==> src/rtl/uart_rx_if.sv <==
// uart_rx_if: serial input and received-byte outputs of the UART receiver.
interface uart_rx_if;
    logic       i_din;
    logic [7:0] o_data;
    logic       o_valid;
    logic       o_frame_err;
    logic       o_busy;

    // Receiver side: takes the serial line, produces bytes and status.
    modport master (
        input  i_din,
        output o_data,
        output o_valid,
        output o_frame_err,
        output o_busy
    );

    // Consumer side: drives the line, observes bytes and status.
    modport slave (
        output i_din,
        input  o_data,
        input  o_valid,
        input  o_frame_err,
        input  o_busy
    );
endinterface

==> src/rtl/uart_rx.sv <==
// uart_rx: 8N1 UART receiver, LSB first, TICKS_PER_BIT clocks per bit, mid-bit sampling.
module uart_rx #(
    parameter int unsigned TICKS_PER_BIT = 32,
    parameter int unsigned _UNUSED       = 0
) (
    input  logic      i_clk,
    input  logic      i_reset,
    uart_rx_if.master rx_bus
);

    localparam int unsigned TickW = $clog2(TICKS_PER_BIT);
    // _UNUSED carries no function and contributes zero here.
    localparam int unsigned Half = TICKS_PER_BIT / 2 + _UNUSED * 0;
    localparam logic [TickW-1:0] TickLast = TickW'(TICKS_PER_BIT - 1);
    localparam logic [TickW-1:0] TickMid  = TickW'(Half - 1);

    typedef enum logic [5:0] {
        StIdle     = 6'b000001,
        StStart    = 6'b000010,
        StData     = 6'b000100,
        StStop     = 6'b001000,
        StDone     = 6'b010000,
        StWaitIdle = 6'b100000
    } state_t;

    state_t           r_state;
    state_t           w_state_next;
    logic             r_sync1;
    logic             r_sync2;
    logic             w_rx_s;
    logic [TickW-1:0] r_tick;
    logic [2:0]       r_bit_cnt;
    logic [7:0]       r_shift;
    logic [7:0]       r_data;
    logic             r_valid;
    logic             r_frame_err;
    logic             w_tick_last;
    logic             w_tick_mid;
    logic             w_stop_good;
    logic             w_stop_bad;
    logic             w_busy;

    // Two-flop synchronizer; the line idles high, so both flops reset to 1.
    always_ff @(posedge i_clk or posedge i_reset) begin
        if (i_reset) begin
            r_sync1 <= 1'b1;
            r_sync2 <= 1'b1;
        end else begin
            r_sync1 <= rx_bus.i_din;
            r_sync2 <= r_sync1;
        end
    end

    assign w_rx_s = r_sync2;

    // FSM state register.
    always_ff @(posedge i_clk or posedge i_reset) begin
        if (i_reset) begin
            r_state <= StIdle;
        end else begin
            r_state <= w_state_next;
        end
    end

    // FSM next-state: all decisions use the synchronized line only.
    always_comb begin
        w_state_next = r_state;
        unique case (r_state)
            StIdle:     if (!w_rx_s) w_state_next = StStart;
            // Mid start bit: a high sample means it was a glitch.
            StStart:    if (w_tick_mid) w_state_next = w_rx_s ? StIdle : StData;
            StData:     if (w_tick_last && (r_bit_cnt == 3'd7)) w_state_next = StStop;
            // Leave mid stop bit so back-to-back frames are not missed.
            StStop:     if (w_tick_last) w_state_next = w_rx_s ? StDone : StWaitIdle;
            StDone:     w_state_next = StIdle;
            // Break or stuck-low line: wait quietly for the line to recover.
            StWaitIdle: if (w_rx_s) w_state_next = StIdle;
            default:    w_state_next = StIdle;
        endcase
    end

    // FSM outputs and decode strobes.
    always_comb begin
        w_tick_last = (r_tick == TickLast);
        w_tick_mid  = (r_tick == TickMid);
        w_busy      = (r_state != StIdle);
        w_stop_good = (r_state == StStop) && w_tick_last && w_rx_s;
        w_stop_bad  = (r_state == StStop) && w_tick_last && !w_rx_s;
    end

    // Tick counter, bit counter and shift register.
    always_ff @(posedge i_clk or posedge i_reset) begin
        if (i_reset) begin
            r_tick    <= '0;
            r_bit_cnt <= 3'd0;
            r_shift   <= 8'h00;
        end else begin
            unique case (r_state)
                StStart: begin
                    if (w_tick_mid) begin
                        r_tick    <= '0;
                        r_bit_cnt <= 3'd0;
                    end else begin
                        r_tick <= r_tick + 1'b1;
                    end
                end
                StData: begin
                    if (w_tick_last) begin
                        r_tick    <= '0;
                        r_shift   <= {w_rx_s, r_shift[7:1]};
                        r_bit_cnt <= r_bit_cnt + 3'd1;
                    end else begin
                        r_tick <= r_tick + 1'b1;
                    end
                end
                StStop: begin
                    if (w_tick_last) begin
                        r_tick <= '0;
                    end else begin
                        r_tick <= r_tick + 1'b1;
                    end
                end
                default: r_tick <= '0;
            endcase
        end
    end

    // Registered outputs: byte and strobes appear in the cycle after the stop sample.
    always_ff @(posedge i_clk or posedge i_reset) begin
        if (i_reset) begin
            r_data      <= 8'h00;
            r_valid     <= 1'b0;
            r_frame_err <= 1'b0;
        end else begin
            r_valid     <= w_stop_good;
            r_frame_err <= w_stop_bad;
            if (w_stop_good) begin
                r_data <= r_shift;
            end
        end
    end

    assign rx_bus.o_data      = r_data;
    assign rx_bus.o_valid     = r_valid;
    assign rx_bus.o_frame_err = r_frame_err;
    assign rx_bus.o_busy      = w_busy;

endmodule

==> src/flat_wrapper.sv <==
// flat-port wrapper written by rule: the top's interface ports become plain ports
module uart_rx_flat 
#(
    parameter int unsigned TICKS_PER_BIT = 32,
    parameter int unsigned _UNUSED       = 0
)
  (i_clk, i_reset, rx_bus_i_din, rx_bus_o_data, rx_bus_o_valid, rx_bus_o_frame_err, rx_bus_o_busy);
  uart_rx_if rx_bus_i ();
  input  logic i_clk;
  input  logic i_reset;
  input wire logic [$bits(rx_bus_i.i_din)-1:0] rx_bus_i_din;
  output wire logic [$bits(rx_bus_i.o_data)-1:0] rx_bus_o_data;
  output wire logic [$bits(rx_bus_i.o_valid)-1:0] rx_bus_o_valid;
  output wire logic [$bits(rx_bus_i.o_frame_err)-1:0] rx_bus_o_frame_err;
  output wire logic [$bits(rx_bus_i.o_busy)-1:0] rx_bus_o_busy;
  assign rx_bus_i.i_din = rx_bus_i_din;
  assign rx_bus_o_data = rx_bus_i.o_data;
  assign rx_bus_o_valid = rx_bus_i.o_valid;
  assign rx_bus_o_frame_err = rx_bus_i.o_frame_err;
  assign rx_bus_o_busy = rx_bus_i.o_busy;
  uart_rx #(.TICKS_PER_BIT(TICKS_PER_BIT), ._UNUSED(_UNUSED)) u_core (.i_clk(i_clk), .i_reset(i_reset), .rx_bus(rx_bus_i));
endmodule
==> config.mk <==
export PLATFORM = sky130hd
export DESIGN_NAME = uart_rx_flat
export DESIGN_NICKNAME = d
export VERILOG_FILES = /design/src/rtl/uart_rx_if.sv /design/src/rtl/uart_rx.sv /design/src/flat_wrapper.sv
export SDC_FILE = /design/constraint.sdc
export NUM_CORES = 1
export LEC_CHECK = 0
export BUFFER_PORTS_ARGS = -buffer_cell sky130_fd_sc_hd__buf_4
export CAP_MARGIN = 30
export CORE_MARGIN = 3
export CORE_UTILIZATION = 30
export DETAILED_ROUTE_END_ITERATION = 8
export PLACE_DENSITY_LB_ADDON = 0.12
export SLEW_MARGIN = 20
export SYNTH_ARGS = -nofsm -noshare
export SYNTH_HDL_FRONTEND = slang
export SYNTH_SLANG_ARGS = --single-unit
==> constraint.sdc <==
create_clock -name i_clk -period 2.5 [get_ports i_clk]
set_input_delay 0.25 -clock i_clk [delete_from_list [all_inputs] [get_ports i_clk]]
set_output_delay 0.25 -clock i_clk [all_outputs]
set_load 0.1 [all_outputs]
==> metrics.txt <==
status=complete, no violations; Detail Placement HPWL=1779 um; Syn Area/Cell=12.97 sq um; post-synthesis async set-or-reset flop share=100.0%; number of hold-repair buffers added at the cts stage=0; clk slew on worst S/H paths=roughly 70 ps; Power Dens Cells=722.9 mW/mm^2; Std-Cell Core Area=around 0.0045 sq mm; # nets final=142; fmax=around 530 MHz; most frequent standard cell in the layout excluding fill and tap cells=sky130_fd_sc_hd__dfrtp_1; number of endpoints failing setup at the final stage=0; I/O pin count=14; number of post-CTS setup repair buffers=0; DRC Markers=0; Synth area leaders=sky130_fd_sc_hd__dfrtp_1 53%, sky130_fd_sc_hd__mux2_2 13%, sky130_fd_sc_hd__ha_1 6.0%; WL per Instance=12.60 um; count of endpoints failing hold in the final timing report=0; wire length of the first global-routing pass=4409 um; number of clock buffers inserted by TritonCTS=5; weighted congestion at the end of routability-driven global placement=0.7620; Slew Viols, Final=0; cell at the root of the clock tree=sky130_fd_sc_hd__clkbuf_8; flops & latches, synth=34; kind of start point of the critical path=flip-flop; number of antenna violations at the first check in global routing=0; number of global-route vias before repair=914; CTS tree=yes; number of synthesized flops with an enable pin=0; beginning of the critical path=u_core.r_tick[0]; maximum vdd drop=slightly above 0.4 mV; sequential-to-total area share from yosys stat=58.33%; CTS HTree Levels=2; ANT cells=0; combined area of all synthesized cells=~0.0015 sq mm; Die X-Extent=75.89 um; final wirelength=2494 um; tightest slew margin relative to the limit=64.47%; critical register-to-register path startpoint=u_core.r_tick[0]; Syn. warnings=0; area enclosed by the die boundary=0.005759 sq mm; number of nets produced by synthesis=123; critical path endpoint category=flip-flop; fraction of synthesized cell area taken by the top area cell type=52.95%; most instantiated flip-flop cell in the synthesis netlist=sky130_fd_sc_hd__dfrtp_1; maxcap violations=0; cell row count=24; Slew @ Worst Pin=527.4 ps; Crit Path Category=flip-flop to flip-flop; minimum setup slack in the final design=615.3 ps; synthesis-to-finish area growth=18.02%; Cells after Synth=113; unrepaired setup endpoints after global routing=false; number of detailed-routing iterations run before antenna repair=4; IO Port Bufs=13; fraction of layout instances using a drive strength above 1=33.83%; number of DRC markers in iteration 0=40; total negative slack for setup checks=0 ps; largest net degree at the start of global routing=35; Final Cycle Share=roughly 75%; via-per-instance ratio=4.626; later-pin clock latency in the skew report=280 ps; overall die height=75.89 um; maximum clock insertion buffer count=2; internal reg-to-reg setup slack=620 ps; commonest cells after routing, fill and taps aside=31 x sky130_fd_sc_hd__dfrtp_1, 17 x sky130_fd_sc_hd__mux2_2, 14 x sky130_fd_sc_hd__buf_4; cell taking the most area after synthesis=sky130_fd_sc_hd__dfrtp_1; ANT nets after route=0; clock tree skew after final layout=4.391 ps; post-cts gate resize count=0; distinct cell type count of the synthesized netlist=28; grt ovf=0; DR vias=916; largest fanout on the critical path=12; global router's overall resource usage=10.69%; Hold WC Path Type=primary input to async pin; starting utilization of the core area=32.31%; static power due to leakage=0.8916 nW; data arrival time at the worst-slack endpoint=2060 ps; post-route minimum period=1885 ps; Setup WS pre-CTS=585.9 ps; worst endpoint required time=2670 ps; core occupancy in the finished layout=38.13%; # clock sinks=34
[sequential cells by signal, summed over array words and instances, names as in the netlist]
register and cells:
u_core.r_bit_cnt 3, u_core.rx_bus.o_data 8, u_core.r_state 6, u_core.rx_bus.o_frame_err 1
u_core.r_sync1 1, u_core.r_tick 5, u_core.r_shift 8, u_core.rx_bus.o_valid 1
u_core.r_sync2 1
[area by class of cell]
| cell class | instances | area (sq um) |
|---|---|---|
| Sequential cell | 34 | 854.6 |
| Timing Repair Buffer | 14 | 105.1 |
| Clock buffer | 6 | 82.58 |
| Multi-Input combinational cell | 69 | 563.0 |
| Fill cell | 458 | 2805 |
| Clock inverter | 2 | 12.51 |
| Inverter | 8 | 30.03 |
| Tap cell | 65 | 81.33 |
[report_power, final]
group,switching (mW),internal (mW)
sequential,0.0318,0.582
clock,0.193,0.221
combinational,0.154,0.0676
total,0.380,0.870
[worst paths after layout]
kind	cells past startpoint	to
max in group asynchronous	3	u_core.r_state[0]
min in group i_clk	1	u_core.r_sync1
min	3	u_core.rx_bus.o_data[6]
max	6	u_core.r_bit_cnt[0]
max reg2reg	6	u_core.r_bit_cnt[0]
min reg2reg	0	u_core.r_sync2
[metal layers]
layer / track usage [%] / vias up / part of all wire, %
li1: - / 431 / -
met1: 13.09 / 456 / 43
met2: 16.54 / 23 / 50
met5: 0 / - / 0
met3: 4.354 / 6 / 4.6
met4: 4.660 / 0 / 2.3
[worst max-delay path, cell delays in order, from the launching register on]
cell and delay [ps]:
sky130_fd_sc_hd__dfrtp_1 370, sky130_fd_sc_hd__ha_1 180, sky130_fd_sc_hd__and3_1 230, sky130_fd_sc_hd__ha_1 230, sky130_fd_sc_hd__and3_2 370, sky130_fd_sc_hd__a21oi_1 120, sky130_fd_sc_hd__mux2_2 270
[cell usage after synthesis, types with 3 or more instances]
cell type / count
sky130_fd_sc_hd__ha_1: 7
sky130_fd_sc_hd__nor2b_1: 4
sky130_fd_sc_hd__mux2_2: 17
sky130_fd_sc_hd__nor2_1: 7
sky130_fd_sc_hd__inv_1: 8
sky130_fd_sc_hd__dfstp_2: 3
sky130_fd_sc_hd__nand3_1: 5
sky130_fd_sc_hd__nand2_1: 4
sky130_fd_sc_hd__dfrtp_1: 31
sky130_fd_sc_hd__o22ai_1: 3
[logic make-up (layout without fill, tap and decap cells)]
group | count (synthesis) | after routing | synth area share (%)
buffers and inverters | 10 | 30 | 3.245
XOR/XNOR | 2 | 2 | 1.196
AO/OA/AOI/OAI | 14 | 14 | 6.662
AND/OR/NAND/NOR | 29 | 29 | 11.53
multiplexers | 17 | 17 | 13.07
adder cells (fa/ha/maj) | 7 | 7 | 5.978
flip-flops | 34 | 34 | 58.33
[stage by stage]
| stage | cells | total power [mW] | hold WS [ps] | area (sq um) |
|---|---|---|---|---|
| final | 198 | 1.250 | 57.60 | 1729 |
| after global placement | 190 | 0.8472 | 349.1 | 1634 |
| after floorplan | 113 | 0.7958 | 254.5 | 1465 |
| after detailed placement | 190 | 0.8473 | 347.2 | 1634 |
| after CTS | 198 | 1.272 | 63.03 | 1729 |
| after global routing | 198 | 1.320 | 55.88 | 1729 |
(Power assumes the default switching activity.)
